===== config.mk =====
export PLATFORM = sky130hd
export DESIGN_NAME = pc_fetch_unit_flat
export DESIGN_NICKNAME = d
export VERILOG_FILES = /design/src/rtl/pc_fetch_unit_if.sv /design/src/rtl/pc_fetch_unit.sv /design/src/flat_wrapper.sv
export SDC_FILE = /design/constraint.sdc
export NUM_CORES = 1
export LEC_CHECK = 0
export CORE_MARGIN = 10
export CORE_UTILIZATION = 35
export CTS_BUF_LIST = sky130_fd_sc_hd__clkbuf_8
export CTS_CLUSTER_SIZE = 28
export DETAILED_ROUTE_END_ITERATION = 8
export PLACE_DENSITY = 0.66
export SKIP_LAST_GASP = 1
export SYNTH_ARGS = -nofsm -noshare
export SYNTH_HDL_FRONTEND = slang
export SYNTH_SLANG_ARGS = --single-unit

===== constraint.sdc =====
create_clock -name clk -period 6.8 [get_ports clk]
set_input_delay 2.04 -clock clk [delete_from_list [all_inputs] [get_ports clk]]
set_output_delay 2.04 -clock clk [all_outputs]
set_load 0.005 [all_outputs]

===== src/rtl/pc_fetch_unit_if.sv =====
// Fetch-unit bundle: next-PC loop, redirect, imem request/response and decode handoff.
// master = fetch unit side, slave = surrounding pipeline / memory side.
interface pc_fetch_unit_if #(
    parameter int ADDR_W = 32,
    parameter int DATA_W = 32
);
    logic [ADDR_W-1:0] program_counter;
    logic [ADDR_W-1:0] program_counter_next;
    logic              flush;
    logic [ADDR_W-1:0] flush_pc;
    logic              imem_req_valid;
    logic              imem_req_ready;
    logic [ADDR_W-1:0] imem_req_addr;
    logic              imem_rsp_valid;
    logic [DATA_W-1:0] imem_rsp_data;
    logic              instr_valid;
    logic              instr_ready;
    logic [DATA_W-1:0] instr_data;
    logic [ADDR_W-1:0] instr_pc;
    logic              fetch_fault;

    modport master (
        output program_counter, imem_req_valid, imem_req_addr,
        output instr_valid, instr_data, instr_pc, fetch_fault,
        input  program_counter_next, flush, flush_pc,
        input  imem_req_ready, imem_rsp_valid, imem_rsp_data, instr_ready
    );

    modport slave (
        input  program_counter, imem_req_valid, imem_req_addr,
        input  instr_valid, instr_data, instr_pc, fetch_fault,
        output program_counter_next, flush, flush_pc,
        output imem_req_ready, imem_rsp_valid, imem_rsp_data, instr_ready
    );
endinterface


===== src/rtl/pc_fetch_unit.sv =====
// PC register and single-outstanding imem fetch with valid/ready handoff to decode.
// Optional misaligned-PC fault trap enabled by defining PC_ALIGN_CHECK_EN.
module pc_fetch_unit #(
    parameter int                ADDR_W   = 32,
    parameter int                DATA_W   = 32,
    parameter logic [ADDR_W-1:0] RESET_PC = '0
) (
    input  logic             clk,
    input  logic             reset,
    pc_fetch_unit_if.master  bus
);
    localparam logic [2:0] S_IDLE  = 3'd0;
    localparam logic [2:0] S_REQ   = 3'd1;
    localparam logic [2:0] S_WAIT  = 3'd2;
    localparam logic [2:0] S_HOLD  = 3'd3;
    localparam logic [2:0] S_DRAIN = 3'd4;
    localparam logic [2:0] S_FAULT = 3'd5;

`ifdef PC_ALIGN_CHECK_EN
    localparam logic [ADDR_W-1:0] ALIGN_MASK = '0;
`else
    localparam logic [ADDR_W-1:0] ALIGN_MASK = ADDR_W'(3);
`endif

    logic [2:0]        state_q, state_d;
    logic [ADDR_W-1:0] pc_q, pc_d;
    logic [ADDR_W-1:0] stale_q, stale_d;
    logic              pend_q, pend_d;
    logic [DATA_W-1:0] instr_data_q, instr_data_d;
    logic [ADDR_W-1:0] instr_pc_q, instr_pc_d;

    logic [ADDR_W-1:0] flush_tgt, next_tgt;
    logic              flush_bad, next_bad, pc_bad;

    assign flush_tgt = bus.flush_pc & ~ALIGN_MASK;
    assign next_tgt  = bus.program_counter_next & ~ALIGN_MASK;
    assign flush_bad = |flush_tgt[1:0];
    assign next_bad  = |next_tgt[1:0];
    assign pc_bad    = |pc_q[1:0];

    always_comb begin
        state_d      = state_q;
        pc_d         = pc_q;
        stale_d      = stale_q;
        pend_d       = pend_q;
        instr_data_d = instr_data_q;
        instr_pc_d   = instr_pc_q;
        if (bus.flush) pc_d = flush_tgt;
        unique case (state_q)
            S_IDLE: begin
                if (bus.flush) state_d = flush_bad ? S_FAULT : S_REQ;
                else           state_d = pc_bad ? S_FAULT : S_REQ;
            end
            S_REQ: begin
                // A stalled request keeps its address after a redirect
                if (bus.flush && !pend_q && !bus.imem_req_ready) begin
                    pend_d  = 1'b1;
                    stale_d = pc_q;
                end
                if (bus.imem_req_ready) begin
                    pend_d  = 1'b0;
                    state_d = (bus.flush || pend_q) ? S_DRAIN : S_WAIT;
                end
            end
            S_WAIT: begin
                if (bus.imem_rsp_valid && !bus.flush) begin
                    instr_data_d = bus.imem_rsp_data;
                    instr_pc_d   = pc_q;
                    state_d      = S_HOLD;
                end else if (bus.imem_rsp_valid) begin
                    state_d = flush_bad ? S_FAULT : S_REQ;
                end else if (bus.flush) begin
                    state_d = S_DRAIN;
                end
            end
            S_HOLD: begin
                if (bus.flush) begin
                    state_d = flush_bad ? S_FAULT : S_REQ;
                end else if (bus.instr_ready) begin
                    pc_d    = next_tgt;
                    state_d = next_bad ? S_FAULT : S_REQ;
                end
            end
            S_DRAIN: begin
                if (bus.imem_rsp_valid) begin
                    if (bus.flush) state_d = flush_bad ? S_FAULT : S_REQ;
                    else           state_d = pc_bad ? S_FAULT : S_REQ;
                end
            end
            S_FAULT: begin
                if (bus.flush && !flush_bad) state_d = S_REQ;
            end
            default: state_d = S_IDLE;
        endcase
    end

    always_ff @(posedge clk or posedge reset) begin
        if (reset) begin
            state_q      <= S_IDLE;
            pc_q         <= RESET_PC;
            stale_q      <= '0;
            pend_q       <= 1'b0;
            instr_data_q <= '0;
            instr_pc_q   <= '0;
        end else begin
            state_q      <= state_d;
            pc_q         <= pc_d;
            stale_q      <= stale_d;
            pend_q       <= pend_d;
            instr_data_q <= instr_data_d;
            instr_pc_q   <= instr_pc_d;
        end
    end

`ifdef PC_ALIGN_CHECK_EN
    logic fault_q, fault_d;

    assign fault_d = (state_d == S_FAULT);

    always_ff @(posedge clk or posedge reset) begin
        if (reset) fault_q <= 1'b0;
        else       fault_q <= fault_d;
    end

    assign bus.fetch_fault = fault_q;
`else
    assign bus.fetch_fault = 1'b0;
`endif

    assign bus.program_counter = pc_q;
    assign bus.imem_req_valid  = (state_q == S_REQ);
    assign bus.imem_req_addr   = pend_q ? stale_q : pc_q;
    assign bus.instr_valid     = (state_q == S_HOLD);
    assign bus.instr_data      = instr_data_q;
    assign bus.instr_pc        = instr_pc_q;
endmodule


===== src/flat_wrapper.sv =====
// flat-port wrapper written by rule: the top's interface ports become plain ports
module pc_fetch_unit_flat 
#(
    parameter int                ADDR_W   = 32,
    parameter int                DATA_W   = 32,
    parameter logic [ADDR_W-1:0] RESET_PC = '0
)
  (clk, reset, bus_program_counter, bus_imem_req_valid, bus_imem_req_addr, bus_instr_valid, bus_instr_data, bus_instr_pc, bus_fetch_fault, bus_program_counter_next, bus_flush, bus_flush_pc, bus_imem_req_ready, bus_imem_rsp_valid, bus_imem_rsp_data, bus_instr_ready);
  pc_fetch_unit_if #(.ADDR_W(ADDR_W), .DATA_W(DATA_W)) bus_i ();
  input  logic clk;
  input  logic reset;
  output wire logic [$bits(bus_i.program_counter)-1:0] bus_program_counter;
  output wire logic [$bits(bus_i.imem_req_valid)-1:0] bus_imem_req_valid;
  output wire logic [$bits(bus_i.imem_req_addr)-1:0] bus_imem_req_addr;
  output wire logic [$bits(bus_i.instr_valid)-1:0] bus_instr_valid;
  output wire logic [$bits(bus_i.instr_data)-1:0] bus_instr_data;
  output wire logic [$bits(bus_i.instr_pc)-1:0] bus_instr_pc;
  output wire logic [$bits(bus_i.fetch_fault)-1:0] bus_fetch_fault;
  input wire logic [$bits(bus_i.program_counter_next)-1:0] bus_program_counter_next;
  input wire logic [$bits(bus_i.flush)-1:0] bus_flush;
  input wire logic [$bits(bus_i.flush_pc)-1:0] bus_flush_pc;
  input wire logic [$bits(bus_i.imem_req_ready)-1:0] bus_imem_req_ready;
  input wire logic [$bits(bus_i.imem_rsp_valid)-1:0] bus_imem_rsp_valid;
  input wire logic [$bits(bus_i.imem_rsp_data)-1:0] bus_imem_rsp_data;
  input wire logic [$bits(bus_i.instr_ready)-1:0] bus_instr_ready;
  assign bus_program_counter = bus_i.program_counter;
  assign bus_imem_req_valid = bus_i.imem_req_valid;
  assign bus_imem_req_addr = bus_i.imem_req_addr;
  assign bus_instr_valid = bus_i.instr_valid;
  assign bus_instr_data = bus_i.instr_data;
  assign bus_instr_pc = bus_i.instr_pc;
  assign bus_fetch_fault = bus_i.fetch_fault;
  assign bus_i.program_counter_next = bus_program_counter_next;
  assign bus_i.flush = bus_flush;
  assign bus_i.flush_pc = bus_flush_pc;
  assign bus_i.imem_req_ready = bus_imem_req_ready;
  assign bus_i.imem_rsp_valid = bus_imem_rsp_valid;
  assign bus_i.imem_rsp_data = bus_imem_rsp_data;
  assign bus_i.instr_ready = bus_instr_ready;
  pc_fetch_unit #(.ADDR_W(ADDR_W), .DATA_W(DATA_W), .RESET_PC(RESET_PC)) u_core (.clk(clk), .reset(reset), .bus(bus_i));
endmodule

==> reports/results.ini <==
[timing]
tightest_slew_ps=920
slew_violations=0
finalHoldViolations=0
setup_viol=0
finalClockSkew_ps=8.83
slew-limit-headroom=0.387
rsz0062_at_grt=no
fin_crit_sh=0.641
fmax_mhz=229
final.setup.tns_ps=0
fin_crit_ps=4360

[routing]
routed_wirelength_microns=16800
vias=4121
wl_per_cell_microns=19.1
vias_per_cell=4.68
postRouteAntennaNets=0
drc_errors=0
drt_iter0_markers=97
dr.pass1.iters=4

[status]
status=completed

[finish]
final_layout_size_suffix_gt1_frac=0.254
n_fill_cell=1470
final_nets=743
area_growth_pct=46.9
multi_input_area_sq_mm=0.00257
seqCellArea_sq_mm=0.00330

[flow_run]
maxCapViolations=0

[critical_path]
critical_path.max_fanout=36
cp.arrival_ps=2320
cp_data_required_time_ps=4760
reg2reg_setup_slack_ps=4410
critPathLaunchType=flop
path_class=reg2out
endpoint_kind=primary output

[global_routing]
grtUsageTotal=0.147
antenna_found_initial=0
grt_pass1_vias=4599
use_met1=0.182
overflow=0
grt_max_degree=71
met2_usage=0.215
grt_pass1_wl_microns=26100
busiest_layer=met2
use_met3=0.0751

[power_and_ir_drop]
design_power_total_w=0.00344
p_per_area_mw_per_mm2=386
cellLeakagePower_nw=4.27
irDropWorstVdd_uv=186

[floorplanning]
dieHeight_microns=152
die_area_sq_mm=0.0230
start_util=0.354
core_area_sq_mm=0.0171
ios=233
die_w_microns=152
rows=48

[cts]
numCtsBuffers=17
cts.sinks=132
clock_latency_ps=440
cts_tree=yes
ctsResizeCount=0
post_cts_buffers=0
cts_hold_buf=0
h-tree-depth=4
root_buffer=clkbuf_8
cts_buffer_depth=2
path_clk_slew_ps=70

[yosys]
synth_area_leaders=dfrtp_1, mux2_4, mux2_2
syn_area_per_cell_sq_um=14.6
synth_top_area_cell=dfrtp_1
syn_inst=416
synth-seq-cells=132
synth_fp_nets=518
netlist_area_sq_mm=0.00606
synth_top_area_frac=0.545
ys_warn_count=0
yosysSeqAreaShare=0.545
synth_cell_types=34

[place]
hpwlAfterDp_microns=12000
port_buffers=227
gp_congestion=0.808

[hold_path]
hp-class=reg2reg

==> worst max-delay path, cell delays in order, from the launching register on <==
cell and delay (ps):
dfrtp_2 980, mux2_2 430, clkdlybuf4s50_1 470
==> where the power goes <==
part | internal [W] | total [W] | switching, W
sequential | 0.00109 | 0.00133 | 0.000238
combinational | 0.000997 | 0.00139 | 0.000395
clock | 0.000406 | 0.000722 | 0.000316
==> synthesized netlist by cell type <==
| master | n |
|---|---|
| dfrtp_1 | 132 |
| mux2_4 | 79 |
| mux2_2 | 41 |
| nand2_1 | 33 |
| mux2i_1 | 31 |
| o21ai_0 | 28 |
| buf_6 | 9 |
| clkbuf_1 | 8 |
| mux2_1 | 8 |
| o21ai_1 | 6 |
| buf_4 | 5 |
| nor2_1 | 5 |
| nor2b_1 | 4 |
| buf_2 | 3 |
| inv_1 | 3 |
| and3b_1 | 2 |
| o21a_1 | 2 |
| a21oi_1 | 1 |
| a2bb2oi_1 | 1 |
| and2_1 | 1 |
| buf_1 | 1 |
| conb_1 | 1 |
| nand2_2 | 1 |
| nand2b_1 | 1 |
| nand3_2 | 1 |
| nand3_4 | 1 |
| nand3b_1 | 1 |
| nor3_2 | 1 |
| nor3b_4 | 1 |
| nor4_1 | 1 |
| o211ai_2 | 1 |
| o22a_1 | 1 |
| or3_1 | 1 |
| or3b_1 | 1 |
==> metrics by stage <==
| step | area [sq um] | utilization | cells | hold WS (ps) | worst slack (ps) |
|---|---|---|---|---|---|
| 6_report | 8910 | 0.520 | 880 | 502 | 2440 |
| 2_1_floorplan | 6060 | - | 416 | 474 | 1230 |
| 5_1_grt | 8900 | 0.520 | 879 | 518 | 2290 |
| 3_5_place_dp | 8470 | 0.495 | 847 | 486 | 2230 |
| 4_1_cts | 8900 | 0.520 | 879 | 503 | 2390 |
| 3_3_place_gp | 8470 | 0.495 | 847 | 478 | 2300 |
==> per-layer routing <==
layer  part of all wire  wire [microns]
met1               0.43            7240
met2               0.44            7450
met3               0.12            1940
met4              0.012             195
met5                  0               0
==> final timing paths <==
path                                                     from                               endpoint  cells after the start
max reg2reg                     u_core.state_q[1]$_DFFE_PP0P_   u_core.bus.instr_data[3]$_DFFE_PP0P_                      5
max                                 u_core.pend_q$_DFFE_PP0P_                   bus_imem_req_addr[3]                      2
max in group asynchronous                               reset  u_core.bus.instr_data[19]$_DFFE_PP0P_                      3
min                        u_core.bus.instr_pc[7]$_DFFE_PP0P_     u_core.bus.instr_pc[7]$_DFFE_PP0P_                      1
min reg2reg                u_core.bus.instr_pc[7]$_DFFE_PP0P_     u_core.bus.instr_pc[7]$_DFFE_PP0P_                      1
min in group asynchronous                               reset    u_core.bus.instr_pc[19]$_DFFE_PP0P_                      2
==> final cells by class <==
cell class                      instances  share of cell area
Inverter                                3             0.00155
Tap cell                              225              0.0316
Clock buffer                           18              0.0278
Multi-Input combinational cell        255               0.288
Clock inverter                         14              0.0208
Sequential cell                       132               0.371
Timing Repair Buffer                  232               0.259
Antenna cell                            1            0.000281
==> registers in the layout, summed over array words and instances, names as in the netlist <==
register	cells
u_core.pend_q	1
u_core.bus.program_counter	32
u_core.bus.instr_pc	32
u_core.stale_q	32
u_core.bus.instr_data	32
u_core.state_q	3
==> layout by cell type (no fill, tap or decap), types with 2 or more instances in the layout <==
cell type and count:
and3b_1 2, clkinv_2 5, mux2i_1 31, nand2_1 33
inv_1 2, clkinv_4 2, clkbuf_8 18, clkdlybuf4s50_1 226
mux2_4 79, clkinvlp_4 3, o21ai_1 6, mux2_1 8
o21ai_0 28, buf_4 5, nor2b_1 4, mux2_2 41
nor2_1 5, o21a_1 2, bufinv_16 4, dfrtp_1 131
==> logic make-up (layout without fill, tap and decap cells) <==
logic type             count (synthesis)  after routing  synth area share
buffers and inverters                 29            267            0.0328
AOI/OAI and AO/OA                     40             40            0.0363
DFF                                  132            132             0.545
other                                  1              2          0.000618
and+or+nand+nor                       55             55            0.0477
muxes                                159            159             0.338
No activity file was read; power rests on OpenSTA's default activity.
